[src/rtl/adder_operand_capture_if.sv]
// Operand-capture bus between the LCD/touchscreen controller side and the adder.
// The master drives entered values; the slave returns the registered adder inputs.
interface adder_operand_capture_if;
  logic        input_valid;
  logic [31:0] input_value;
  logic [31:0] operand1;
  logic [31:0] operand2;
  logic        cin;
  logic        sel_db;
  logic        op_update;
  logic [7:0]  capture_count;

  modport master (
    output input_valid,
    output input_value,
    input  operand1,
    input  operand2,
    input  cin,
    input  sel_db,
    input  op_update,
    input  capture_count
  );

  modport slave (
    input  input_valid,
    input  input_value,
    output operand1,
    output operand2,
    output cin,
    output sel_db,
    output op_update,
    output capture_count
  );
endinterface

[src/rtl/adder_operand_capture.sv]
// Switch synchronise/debounce and touchscreen operand capture feeding the 32-bit adder.
// All outputs are registered; op_update flags any change of operand1, operand2 or cin.
module adder_operand_capture #(
  parameter int DEBOUNCE_CYCLES = 100000,
  parameter int CNT_W           = 20
) (
  input  logic                     clk,
  input  logic                     resetn,
  input  logic                     input_sel,
  input  logic                     sw_cin,
  adder_operand_capture_if.slave   bus
);

  localparam int               DATA_W   = 32;
  localparam logic [CNT_W-1:0] CNT_LAST = CNT_W'(DEBOUNCE_CYCLES - 1);

  typedef struct packed {
    logic             lvl;
    logic [CNT_W-1:0] cnt;
  } db_state_t;

  // A level is accepted only after DEBOUNCE_CYCLES consecutive disagreeing samples;
  // any agreeing sample discards the progress made so far.
  function automatic db_state_t db_step(input logic s, input db_state_t cur);
    db_state_t nxt;
    nxt = cur;
    if (s == cur.lvl) begin
      nxt.cnt = '0;
    end else if (cur.cnt == CNT_LAST) begin
      nxt.lvl = s;
      nxt.cnt = '0;
    end else begin
      nxt.cnt = cur.cnt + CNT_W'(1);
    end
    return nxt;
  endfunction

  function automatic logic differs(input logic [DATA_W-1:0] a,
                                   input logic [DATA_W-1:0] b);
    return (a != b);
  endfunction

  logic      sel_sync_p0, sel_sync_p1;
  logic      cin_sync_p0, cin_sync_p1;
  db_state_t sel_st_p2, sel_st_nxt;
  db_state_t cin_st_p2, cin_st_nxt;

  logic              valid_d;
  logic              armed;
  logic              cap_evt;
  logic              op1_chg, op2_chg, cin_chg;
  logic [DATA_W-1:0] operand1_r, operand2_r;
  logic              op_update_r;
  logic [7:0]        capture_count_r;

  // Stage p0/p1: two-flop synchronisers for the raw board switches
  always_ff @(posedge clk) begin
    if (!resetn) begin
      sel_sync_p0 <= 1'b0;
      sel_sync_p1 <= 1'b0;
      cin_sync_p0 <= 1'b0;
      cin_sync_p1 <= 1'b0;
    end else begin
      sel_sync_p0 <= input_sel;
      sel_sync_p1 <= sel_sync_p0;
      cin_sync_p0 <= sw_cin;
      cin_sync_p1 <= cin_sync_p0;
    end
  end

  always_comb begin
    sel_st_nxt = db_step(sel_sync_p1, sel_st_p2);
    cin_st_nxt = db_step(cin_sync_p1, cin_st_p2);
  end

  // Stage p2: debounced levels and their stability counters
  always_ff @(posedge clk) begin
    if (!resetn) begin
      sel_st_p2 <= '0;
      cin_st_p2 <= '0;
    end else begin
      sel_st_p2 <= sel_st_nxt;
      cin_st_p2 <= cin_st_nxt;
    end
  end

  // armed blocks a capture until input_valid has been seen low after reset,
  // so a value still being presented across reset release is not re-taken.
  always_comb begin
    cap_evt = bus.input_valid & ~valid_d & armed;
    op1_chg = cap_evt & ~sel_st_p2.lvl & differs(bus.input_value, operand1_r);
    op2_chg = cap_evt &  sel_st_p2.lvl & differs(bus.input_value, operand2_r);
    cin_chg = (cin_st_nxt.lvl != cin_st_p2.lvl);
  end

  // Capture stage: edge detect, operand registers, change strobe and counter
  always_ff @(posedge clk) begin
    if (!resetn) begin
      valid_d         <= 1'b0;
      armed           <= 1'b0;
      operand1_r      <= '0;
      operand2_r      <= '0;
      op_update_r     <= 1'b0;
      capture_count_r <= '0;
    end else begin
      valid_d     <= bus.input_valid;
      if (!bus.input_valid) begin
        armed <= 1'b1;
      end
      op_update_r <= op1_chg | op2_chg | cin_chg;
      if (cap_evt) begin
        capture_count_r <= capture_count_r + 8'd1;
        if (sel_st_p2.lvl) begin
          operand2_r <= bus.input_value;
        end else begin
          operand1_r <= bus.input_value;
        end
      end
    end
  end

  assign bus.operand1      = operand1_r;
  assign bus.operand2      = operand2_r;
  assign bus.cin           = cin_st_p2.lvl;
  assign bus.sel_db        = sel_st_p2.lvl;
  assign bus.op_update     = op_update_r;
  assign bus.capture_count = capture_count_r;

endmodule

[src/flat_wrapper.sv]
// flat-port wrapper written by rule: the top's interface ports become plain ports
module adder_operand_capture_flat 
#(
  parameter int DEBOUNCE_CYCLES = 100000,
  parameter int CNT_W           = 20
)
  (clk, resetn, input_sel, sw_cin, bus_input_valid, bus_input_value, bus_operand1, bus_operand2, bus_cin, bus_sel_db, bus_op_update, bus_capture_count);
  adder_operand_capture_if bus_i ();
  input  logic clk;
  input  logic resetn;
  input  logic input_sel;
  input  logic sw_cin;
  input wire logic [$bits(bus_i.input_valid)-1:0] bus_input_valid;
  input wire logic [$bits(bus_i.input_value)-1:0] bus_input_value;
  output wire logic [$bits(bus_i.operand1)-1:0] bus_operand1;
  output wire logic [$bits(bus_i.operand2)-1:0] bus_operand2;
  output wire logic [$bits(bus_i.cin)-1:0] bus_cin;
  output wire logic [$bits(bus_i.sel_db)-1:0] bus_sel_db;
  output wire logic [$bits(bus_i.op_update)-1:0] bus_op_update;
  output wire logic [$bits(bus_i.capture_count)-1:0] bus_capture_count;
  assign bus_i.input_valid = bus_input_valid;
  assign bus_i.input_value = bus_input_value;
  assign bus_operand1 = bus_i.operand1;
  assign bus_operand2 = bus_i.operand2;
  assign bus_cin = bus_i.cin;
  assign bus_sel_db = bus_i.sel_db;
  assign bus_op_update = bus_i.op_update;
  assign bus_capture_count = bus_i.capture_count;
  adder_operand_capture #(.DEBOUNCE_CYCLES(DEBOUNCE_CYCLES), .CNT_W(CNT_W)) u_core (.clk(clk), .resetn(resetn), .input_sel(input_sel), .sw_cin(sw_cin), .bus(bus_i));
endmodule
[config.mk]
export PLATFORM = sky130hd
export DESIGN_NAME = adder_operand_capture_flat
export DESIGN_NICKNAME = d
export VERILOG_FILES = /design/src/rtl/adder_operand_capture_if.sv /design/src/rtl/adder_operand_capture.sv /design/src/flat_wrapper.sv
export SDC_FILE = /design/constraint.sdc
export NUM_CORES = 1
export LEC_CHECK = 0
export ABC_AREA = 1
export CAP_MARGIN = 5
export CORE_ASPECT_RATIO = 0.75
export CORE_MARGIN = 10
export CORE_UTILIZATION = 52
export DETAILED_ROUTE_END_ITERATION = 7
export PLACE_DENSITY = 0.86
export SYNTH_ARGS = -nofsm -noshare
export SYNTH_HDL_FRONTEND = slang
export SYNTH_SLANG_ARGS = --single-unit
[constraint.sdc]
create_clock -name clk -period 2.1 [get_ports clk]
set_input_delay 0.63 -clock clk [delete_from_list [all_inputs] [get_ports clk]]
set_output_delay 0.63 -clock clk [all_outputs]
set_load 0.005 [all_outputs]
======== Word-level counts from Yosys, hierarchy flattened ========
Cells that the tools add are included.
storage, ports and cells
  flip-flop bits (word level) ............. 121
  bits of input ports ..................... 37
  output and inout port bits .............. 75
  word-level logic and storage cells ...... 43
cells by class
  $add $sub $neg .......................... 3
  equal/unequal tests ..................... 7
  multiplexer cells ....................... 2
  bitwise gates (word level) .............. 12
  reductions and logical operators ........ 5
operator list
  operator                 count
  $ne A32 B32 Y1           2
  $add A20 B1 Y20 const B  2
  $eq A20 B17 Y1 const B   2
  $add A8 B1 Y8 const B    1
  $and A1 B1 Y1            6
  $reduce_and A2 Y1        3
  $reduce_or A3 Y1         2
  $not A1 Y1               4
  $eq A1 B1 Y1             2
  $mux W1                  2
  $or A1 B1 Y1             2
  $ne A1 B1 Y1             1

======== Logic depth before layout (Yosys ltp) ========
Gate-level depths: netlist of the first run.
  depth in word-level cells ............... 7
  gate-level depth with buffers ........... 12
  mapped depth without buffers ............ 12

======== Worst setup path before layout of the first run ========
OpenSTA, ideal clock, no wires.
  path type ............................... in2reg
  start ................................... input bus_input_valid
  end ..................................... register u_core.operand1_r[15] (netlist: u_core.bus.operand1[15])
  setup time .............................. 116 ps
  arrival ................................. 1446 ps
  required time ........................... 1984 ps
  slack ................................... 538 ps
  stages on the path ...................... 8
  buffers on the path ..................... 1
  cell sequence ........................... inv_1 -> nor3_4 -> inv_2 -> nor2_4 -> inv_2 -> clkbuf_1 -> nor2_1 -> nor2_1
between the ends
  word-level cells in the longest chain between the ends .. 3
RTL lines
  item                         RTL line                      RTL
  from (decl)                  flat_wrapper.sv:13            input wire logic [$bits(bus_i.input_valid)-1:0] bus_input_valid;
  $and A1 B1 Y1 (2 in a row)   adder_operand_capture.sv:90   cap_evt = bus.input_valid & ~valid_d & armed;
  $reduce_and A2 Y1 (no line)  --
  to (signal assigned)         adder_operand_capture.sv:116  operand1_r <= bus.input_value;
  to (decl)                    adder_operand_capture.sv:52   logic [DATA_W-1:0] operand1_r, operand2_r;
Every way passes these cells.
A chain may end at the register's enable or synchronous reset.

======== Worst setup path in the final report of the first run ========
  start ................................... register u_core.operand1_r[15] (netlist: u_core.bus.operand1[15])
  end ..................................... output bus_operand1[15]
RTL lines
  item       RTL line            RTL
  to (decl)  flat_wrapper.sv:15  output wire logic [$bits(bus_i.operand1)-1:0] bus_operand1;
No word-level cell between the ends.

==> flow_metrics.py, run 1 <==
metrics = {
    "global_routing": {
        "grt_pass1_wl_mm": 26.4,
        "overflow": 0,
        "grt_antenna_before_repair": 0,
        "grt_use_total_pct": 21.2,
        "grt_pass1_vias": 5149,
        "grt_max_degree": 48,
    },
    "floorplanning": {
        "die_w_um": 140,
        "die_area_um2": 15300,
        "fp-row-count": 32,
        "start_util_pct": 53.8,
        "core_area_um2": 10400,
        "pin_count": 112,
        "die_h_um": 110,
    },
    "detailed_routing": {
        "ant_nets": 0,
        "route.vias.total": 5366,
        "vias_per_cell": 5.14,
        "drc_errors": 0,
        "dr.pass1.iters": 5,
        "wirelength_mm": 16.0,
        "routedWlPerCell_um": 15.3,
        "drt_iter0_markers": 465,
    },
    "synthesis": {
        "synth.area.top_cells": "dfxtp_1 43%, nor2_1 9.2%, nand2_1 9.2%",
        "ys_seq_area_share_pct": 43.5,
        "ys.flop_type": "dfxtp_1",
        "synthTopCellsByCount": "137 x nor2_1, 136 x nand2_1, 121 x dfxtp_1",
        "yosysMostFrequentCell": "nor2_1",
        "synth_cells": 763,
        "netlist_area_um2": 5570,
        "async_flop_share_pct": 0,
        "synth_edf_count": 0,
        "ys_ff_latch": 121,
        "syn_area_per_cell_um2": 7.31,
        "ys_warn_count": 0,
        "synth_top_area_share_pct": 43.5,
        "yosysTopAreaCell": "dfxtp_1",
        "ys_types": 33,
        "syn_nets": 803,
    },
    "placed_design": {
        "dp.final_hpwl_mm": 11.4,
        "place_inst": 1012,
        "numPortBuffers": 111,
        "gp_congestion": 0.874,
        "placed_area_um2": 6960,
    },
    "clock_tree": {
        "cts_buffers": 17,
        "h-tree-depth": 4,
        "ctsHoldBuffers": 0,
        "cts-root-buf": "clkbuf_16",
        "cts.clk_slew.worst_paths_ns": 0.05,
        "clkSinkCount": 121,
        "cts_tree": "built",
        "cts_buffer_depth": 2,
        "clk-insertion-delay-late_ns": 0.42,
    },
    "layout": {
        "n_antenna_cell": 0,
        "fin_area_um2": 7650,
        "syn2layout_area_growth_pct": 37.2,
        "nFillCells": 751,
        "fin_cells": 1044,
        "layout.nets": 935,
        "drive_gt1_share_pct": 9.69,
    },
    "timing": {
        "finalSetupViolations": 0,
        "hold_violations": 0,
        "worst_hold_slack_ns": 0.427,
        "slew_viol_final": 0,
        "tightest_slew_ns": 0.436,
        "fmax_ghz": 0.494,
        "period_needed_ns": 2.03,
        "finalSetupTns_ns": 0,
        "finalCritPeriodShare_pct": 96.4,
        "clock_skew_ns": 0.00836,
        "rsz0062_at_grt": "no",
        "slew_headroom_pct": 70.7,
    },
    "critical_path": {
        "path_buf_inv": 1,
        "critical_path_depth": 1,
        "r2r-end": "u_core.cin_st_p2[12]",
        "crit_path_end_kind": "output port",
        "cp_max_fo": 3,
        "critPathCapture": "bus_operand1[15]",
        "r2r-start": "u_core.cin_st_p2[0]",
        "startpoint": "u_core.bus.operand1[15]",
        "max_stage_delay_ns": 0.60,
        "cp.arrival_ns": 1.40,
        "path_cells": "clkdlybuf4s50_1",
        "critPathKind": "flip-flop to output port",
        "r2r_setup_slack_ns": 0.31,
        "crit_family": "buffers and inverters",
        "cpMaxStageDelayCell": "clkdlybuf4s50_1",
        "rr_worst_depth": 9,
        "crit_required_ns": 1.47,
        "cp-start-kind": "flip-flop",
    },
    "power": {
        "peakVddDrop_mv": 0.591,
        "pwr_density_cell_nw_per_um2": 814,
        "p_leak_nw": 2.98,
    },
    "job": {
        "max_cap_violations": 0,
    },
    "hold_path": {
        "min_path_type": "flip-flop to flip-flop",
    },
    "status": {
        "status": "finished clean",
    },
}
## what timing repair did
item	4_1_cts	5_1_grt
endpoints found under the setup margin	0	1
setup buffers	0	0
hold endpoints to repair	0	0
resized for setup	0	1
## layer usage
metal  wire, um  vias to the layer above  track usage (%)
met5          0                        -                0
met3       1530                       17             7.63
li1           -                     2705                -
met4        231                        0             6.69
met2       7080                      183             32.7
met1       7160                     2461             27.4
## worst reg2reg max path, stage by stage, from the launching register on
cell	delay (ns)
dfxtp_1	0.35
ha_1	0.18
nand2_1	0.09
nor2_2	0.14
inv_2	0.07
nor4_2	0.33
nand2_1	0.13
nand3_1	0.13
buf_4	0.19
nor3_1	0.06
## cell families after synthesis
kind of cell / share of synthesized area (%)
simple gates: 27.5
compound gates: 11.8
flops: 43.5
buf+inv: 7.47
xor+xnor: 9.11
fa+ha+maj: 0.673
## power by group
part           switching (mW)  leakage (nW)  internal, mW  total (mW)
clock network            1.05         0.332          2.31        3.36
registers              0.0447         0.981          2.34        2.39
logic                   0.234          1.66         0.243       0.477
total                    1.33          2.98          4.90        6.23
## worst min path at each step
stage	to	startpoint	depth (start not counted)
global route	u_core.cin_sync_p1	u_core.cin_sync_p0	2
finish	u_core.cin_sync_p1	u_core.cin_sync_p0	2
global placement	u_core.cin_sync_p1	u_core.cin_sync_p0	2
floorplan	u_core.cin_sync_p1	u_core.cin_sync_p0	2
CTS	u_core.cin_sync_p1	u_core.cin_sync_p0	2
detailed placement	u_core.cin_sync_p1	u_core.cin_sync_p0	2
## area by class of cell
cell class	instances	area [um2]	share of cell area, %
multi-input combinational	540	2740	35.8
tap	136	170	2.23
sequential	121	2420	31.7
clock inverter	12	219	2.86
timing repair buffer	137	1340	17.5
clock buffer	20	467	6.10
inverter	78	293	3.83
## cell usage in the layout, fill, tap and decap left out, drive strengths merged, types with 20 or more instances in the layout
| cell type | netlist | routed |
|---|---|---|
| nor3 | 29 | 29 |
| inv | 78 | 78 |
| clkbuf | 13 | 20 |
| o21ai | 71 | 71 |
| dfxtp | 121 | 121 |
| nor2 | 147 | 147 |
| buf | 11 | 27 |
| xnor2 | 50 | 50 |
| a21oi | 48 | 48 |
| nand2 | 139 | 139 |
| clkdlybuf4s50 | 0 | 110 |
## state kept, by name, indices dropped and copies added (netlist names), 8 cells and up
register / count
u_core.cin_st_p2: 20
u_core.bus.operand2: 32
u_core.bus.operand1: 32
u_core.bus.capture_count: 8
u_core.sel_st_p2: 20
## metrics by stage
stage / power [mW] / setup slack [ns] / util [%]
final: 6.23 / 0.0747 / 73.7
after global routing: 6.41 / 0.0411 / 73.7
after CTS: 6.26 / 0.00404 / 73.7
after detailed placement: 2.90 / -0.118 / 67.1
after global placement: 2.89 / -0.0832 / 67.1
after floorplan: 2.64 / 0.538 / -
No activity file was read; power rests on OpenSTA's default activity.
==> run 2: changes to the inputs <==
--- a/config.mk
+++ b/config.mk
@@ -7,11 +7,13 @@
 export LEC_CHECK = 0
 export ABC_AREA = 1
 export CAP_MARGIN = 5
+export CELL_PAD_IN_SITES_DETAIL_PLACEMENT = 0
+export CELL_PAD_IN_SITES_GLOBAL_PLACEMENT = 2
 export CORE_ASPECT_RATIO = 0.75
 export CORE_MARGIN = 10
-export CORE_UTILIZATION = 52
+export CORE_UTILIZATION = 29
 export DETAILED_ROUTE_END_ITERATION = 7
-export PLACE_DENSITY = 0.86
+export PLACE_DENSITY = 0.85
 export SYNTH_ARGS = -nofsm -noshare
 export SYNTH_HDL_FRONTEND = slang
 export SYNTH_SLANG_ARGS = --single-unit
==> flow_metrics.py, run 2 (synthesized netlist as in run 1, its figures left out) <==
metrics = {
    "floorplanning": {
        "fp-row-count": 43,
        "die_area_um2": 25200,
        "die_h_um": 140,
        "die_w_um": 180,
        "pin_count": 112,
        "core_area_um2": 18700,
        "start_util_pct": 29.9,
    },
    "clock_tree": {
        "cts-root-buf": "clkbuf_16",
        "clk-insertion-delay-late_ns": 0.42,
        "clkSinkCount": 121,
        "h-tree-depth": 4,
        "cts.clk_slew.worst_paths_ns": 0.06,
        "ctsHoldBuffers": 0,
        "cts_buffer_depth": 2,
        "cts_buffers": 17,
        "post_cts_buffers": 0,
        "cts_tree": "built",
    },
    "placed_design": {
        "placed_area_um2": 7230,
        "dp.final_hpwl_mm": 12.5,
        "numPortBuffers": 111,
        "pre_cts_ws_ns": -0.136,
        "place_inst": 1137,
        "gp_congestion": 0.780,
    },
    "critical_path": {
        "cp.arrival_ns": 1.41,
        "path_buf_inv": 1,
        "crit_required_ns": 1.47,
        "path_cells": "clkdlybuf4s50_1",
        "cp_max_fo": 3,
        "max_stage_delay_ns": 0.60,
        "cp-start-kind": "flip-flop",
        "r2r_setup_slack_ns": 0.37,
        "critPathKind": "flip-flop to output port",
        "crit_family": "buffers and inverters",
        "crit_path_end_kind": "output port",
        "cpMaxStageDelayCell": "clkdlybuf4s50_1",
    },
    "timing": {
        "slew_viol_final": 0,
        "finalCritPeriodShare_pct": 96.9,
        "period_needed_ns": 2.04,
        "tightest_slew_ns": 0.423,
        "hold_violations": 0,
        "slew_headroom_pct": 71.7,
        "clock_skew_ns": 0.0137,
        "fmax_ghz": 0.491,
        "finalSetupViolations": 0,
        "finalSetupTns_ns": 0,
        "timing.final.ws_setup_ns": 0.0649,
        "rsz0062_at_grt": "no",
    },
    "layout": {
        "layout.nets": 949,
        "final_common_cell": "nor2_1",
        "layout_common_cells": "137 x nor2_1, 136 x nand2_1, 120 x dfxtp_1",
        "drive_gt1_share_pct": 10.4,
        "syn2layout_area_growth_pct": 39.5,
        "fin_area_um2": 7770,
        "fin_cells": 1167,
        "nFillCells": 1959,
    },
    "detailed_routing": {
        "ant_nets": 0,
        "wirelength_mm": 17.0,
        "wirelength_met1_mm": 8.99,
        "dr.pass1.iters": 5,
        "met2_length_mm": 6.97,
        "drt_iter0_markers": 341,
        "wl_met3_um": 947,
        "routedWlPerCell_um": 14.5,
        "highest_layer": "met4",
        "drc_errors": 0,
        "vias_per_cell": 4.35,
        "route.vias.total": 5077,
    },
    "global_routing": {
        "grt_use_total_pct": 13.4,
        "grt_antenna_before_repair": 0,
        "grt_max_degree": 79,
        "grt_pass1_wl_mm": 27.5,
        "overflow": 0,
        "grt_pass1_vias": 4845,
    },
    "power": {
        "pwr_density_cell_nw_per_um2": 719,
        "p_leak_nw": 3.00,
        "peakVddDrop_mv": 0.427,
    },
    "hold_path": {
        "min_path_type": "flip-flop to flip-flop",
    },
    "job": {
        "max_cap_violations": 0,
    },
    "status": {
        "status": "finished clean",
    },
}
## run 2: changes by cell type in the layout (fill, tap and decap cells not counted), sizes merged
| cell | delta |
|---|---|
| buf | +14 |
| bufinv | -6 |
| clkbuf | +7 |
| diode | +1 |
| clkinv | -2 |
| clkinvlp | -2 |
## run 2: area by class of cell
class	count	area (um2)	share of cell area [%]
tap	247	309	3.97
sequential	121	2420	31.2
antenna	1	2.50	0.0322
clock buffer	27	533	6.86
multi-input combinational	540	2740	35.2
timing repair buffer	151	1470	18.9
inverter	78	293	3.77
clock inverter	2	10.0	0.129
## run 2: stage by stage
stage | hold WS, ns | util, % | power, mW
3_5_place_dp | 0.396 | 38.7 | 2.93
2_1_floorplan | 0.390 | - | 2.64
3_3_place_gp | 0.393 | 38.7 | 2.93
4_1_cts | 0.409 | 41.6 | 5.67
6_report | 0.409 | 41.6 | 5.59
5_1_grt | 0.441 | 41.6 | 5.83
## run 2: power by group
group | leakage, nW | total (mW) | internal (mW) | switching [mW]
clock | 0.271 | 2.72 | 1.71 | 1.01
combinational | 1.74 | 0.489 | 0.257 | 0.232
sequential | 0.981 | 2.39 | 2.34 | 0.0441
total | 3.00 | 5.59 | 4.31 | 1.29
## run 2: final timing paths
check,from,endpoint,cells past startpoint
hold / removal,u_core.cin_sync_p0,u_core.cin_sync_p1,2
setup / recovery,u_core.bus.operand1[6],bus_operand1[6],1
hold reg to reg,u_core.cin_sync_p0,u_core.cin_sync_p1,2
setup reg to reg,u_core.cin_st_p2[0],u_core.cin_st_p2[13],9
## run 2: repair_timing
item                       CTS  global route
hold endpoints to repair     0             0
setup endpoints to repair    0             1
resized for setup            0             1
## run 2: layer usage
metal  global-route usage (%)  vias to the layer above
met2                     19.6                      101
met3                     4.61                        4
met1                     18.7                     2250
met5                        0                        -
li1                         -                     2722
met4                     2.45                        0
==> run 3: changes to the inputs <==
==> constraint.sdc (replaced) <==
create_clock -name clk -period 2.1 [get_ports clk]
set_input_delay 0.42 -clock clk [delete_from_list [all_inputs] [get_ports clk]]
set_output_delay 0.42 -clock clk [all_outputs]
set_load 0.005 [all_outputs]
==> flow_metrics.py, run 3 (synthesized netlist as in run 1, its figures left out) <==
metrics = {
    "floorplanning": {
        "pin_count": 112,
        "die_w_um": 180,
        "core_area_um2": 18700,
        "fp-row-count": 43,
        "die_area_um2": 25200,
        "start_util_pct": 29.9,
        "die_h_um": 140,
    },
    "clock_tree": {
        "cts-root-buf": "clkbuf_16",
        "cts_tree": "built",
        "cts_buffer_depth": 2,
        "h-tree-depth": 4,
        "cts_buffers": 17,
        "cts_resized": 0,
        "post_cts_buffers": 0,
        "cts.clk_slew.worst_paths_ns": 0.05,
        "ctsHoldBuffers": 0,
        "clkSinkCount": 121,
        "clk-insertion-delay-late_ns": 0.42,
    },
    "power": {
        "pwr-share-seq_pct": 44.0,
        "p_int_mw": 4.17,
        "finalPower_mw": 5.43,
        "switchingPower_mw": 1.27,
        "switching_share_pct": 23.3,
        "peakVddDrop_mv": 0.409,
        "power_frac_clock_pct": 47.8,
        "comb_power_share_pct": 8.2,
        "p_leak_nw": 2.83,
        "pwr_density_cell_nw_per_um2": 726,
    },
    "timing": {
        "finalCritPeriodShare_pct": 87.2,
        "tightest_slew_ns": 0.434,
        "rsz0062_at_grt": "no",
        "worst_hold_slack_ns": 0.411,
        "clock_skew_ns": 0.00958,
        "slew_viol_final": 0,
        "hold_violations": 0,
        "finalSetupViolations": 0,
        "fmax_ghz": 0.546,
        "timing.final.ws_setup_ns": 0.268,
        "period_needed_ns": 1.83,
        "slew_headroom_pct": 70.9,
    },
    "placed_design": {
        "pre_cts_ws_ns": 0.0149,
        "dp.final_hpwl_mm": 12.1,
        "numPortBuffers": 111,
        "gp_congestion": 0.780,
        "placed_area_um2": 6980,
    },
    "detailed_routing": {
        "drc_errors": 0,
        "wirelength_mm": 16.6,
        "drt_iter0_markers": 326,
        "dr.pass1.iters": 5,
        "route.vias.total": 4955,
        "ant_nets": 0,
        "routedWlPerCell_um": 14.6,
        "vias_per_cell": 4.37,
    },
    "global_routing": {
        "grtUsageMet2_pct": 18.9,
        "top_usage_layer": "met2",
        "grt_pass1_wl_mm": 26.3,
        "overflow": 0,
        "grt_use_met1_pct": 18.0,
        "grt_pass1_vias": 4686,
        "grt_use_met3_pct": 4.12,
        "grt_antenna_before_repair": 1,
        "grt_use_total_pct": 13.1,
        "grt_max_degree": 79,
    },
    "critical_path": {
        "crit_family": "buffers and inverters",
        "max_stage_delay_ns": 0.57,
        "r2r_setup_slack_ns": 0.39,
        "path_buf_inv": 1,
        "r2r-start": "u_core.cin_st_p2[0]",
        "cp-start-kind": "flip-flop",
        "rr_worst_depth": 9,
        "crit_path_end_kind": "output port",
        "r2r-end": "u_core.cin_st_p2[13]",
        "critPathKind": "flip-flop to output port",
        "cp.arrival_ns": 1.41,
        "crit_required_ns": 1.68,
        "cpMaxStageDelayCell": "clkdlybuf4s50_1",
        "path_cells": "clkdlybuf4s50_1",
        "cp_max_fo": 5,
    },
    "layout": {
        "n_antenna_cell": 0,
        "layout_common_cells": "137 x nor2_1, 136 x nand2_1, 121 x dfxtp_1",
        "fin_area_um2": 7490,
        "nFillCells": 1895,
        "layout.nets": 919,
        "final_common_cell": "nor2_1",
        "syn2layout_area_growth_pct": 34.4,
        "drive_gt1_share_pct": 7.21,
    },
    "job": {
        "max_cap_violations": 0,
    },
    "status": {
        "status": "finished clean",
    },
    "hold_path": {
        "hold_depth": 2,
        "min_from": "u_core.cin_sync_p0",
        "holdPathEnd": "u_core.cin_sync_p1",
        "min_path_type": "flip-flop to flip-flop",
    },
}
-- run 3: changes by cell type in the layout (fill, tap and decap cells not counted) --
cell / before / now
dfxtp_1: 120 / 121
dfxtp_2: 1 / 0
clkinv_2: 2 / 4
clkbuf_8: 7 / 4
diode_2: 1 / 0
buf_4: 35 / 7
buf_12: 5 / 3
-- run 3: cell type report --
type                    instances  area [um2]  share of cell area [%]
multi-input cells             540        2740                    36.5
flip-flops and latches        121        2420                    32.3
repair buffers                121        1220                    16.3
clock buffers                  24         492                    6.57
well taps                     247         309                    4.13
inverters                      78         293                    3.91
clock inverters                 4        20.0                   0.267
-- run 3: tightest hold or removal path, stage by stage (launching register included) --
cell and delay (ns):
dfxtp_1 0.30, nand2_1 0.04, inv_1 0.04
-- run 3: per-layer routing --
metal	wire length [um]	part of all wire (%)	up-vias
met2	6750	41	103
met3	808	4.9	14
met1	8810	53	2166
met5	13	0.079	-
met4	177	1.1	2
li1	-	-	2670
-- run 3: worst max path at each step --
stage	endpoint	slack, ns	startpoint	cells past startpoint
2_1_floorplan	u_core.cin_st_p2[13]	0.60	u_core.cin_st_p2[0]	9
3_3_place_gp	u_core.bus.op_update	-0.02	bus_input_value[19]	11
3_5_place_dp	u_core.bus.op_update	0.01	bus_input_value[19]	11
4_1_cts	bus_sel_db	0.24	u_core.bus.sel_db	1
5_1_grt	u_core.sel_st_p2[10]	0.21	u_core.sel_st_p2[0]	10
6_report	bus_sel_db	0.27	u_core.bus.sel_db	1
-- run 3: power groups by stage --
stage / sequential [mW] / combinational, mW / clock (mW)
global route: 2.40 / 0.499 / 2.78
global placement: 2.44 / 0.455 / 0
floorplan: 2.43 / 0.206 / 0
CTS: 2.39 / 0.455 / 2.67
detailed placement: 2.44 / 0.453 / 0
finish: 2.39 / 0.448 / 2.60
-- run 3: stage by stage --
stage | util, % | setup TNS [ns] | instances
floorplan | - | 0 | 763
global placement | 37.4 | -0.0167 | 1107
detailed placement | 37.4 | 0 | 1107
CTS | 40.1 | 0 | 1135
global route | 40.1 | 0 | 1135
finish | 40.1 | 0 | 1135
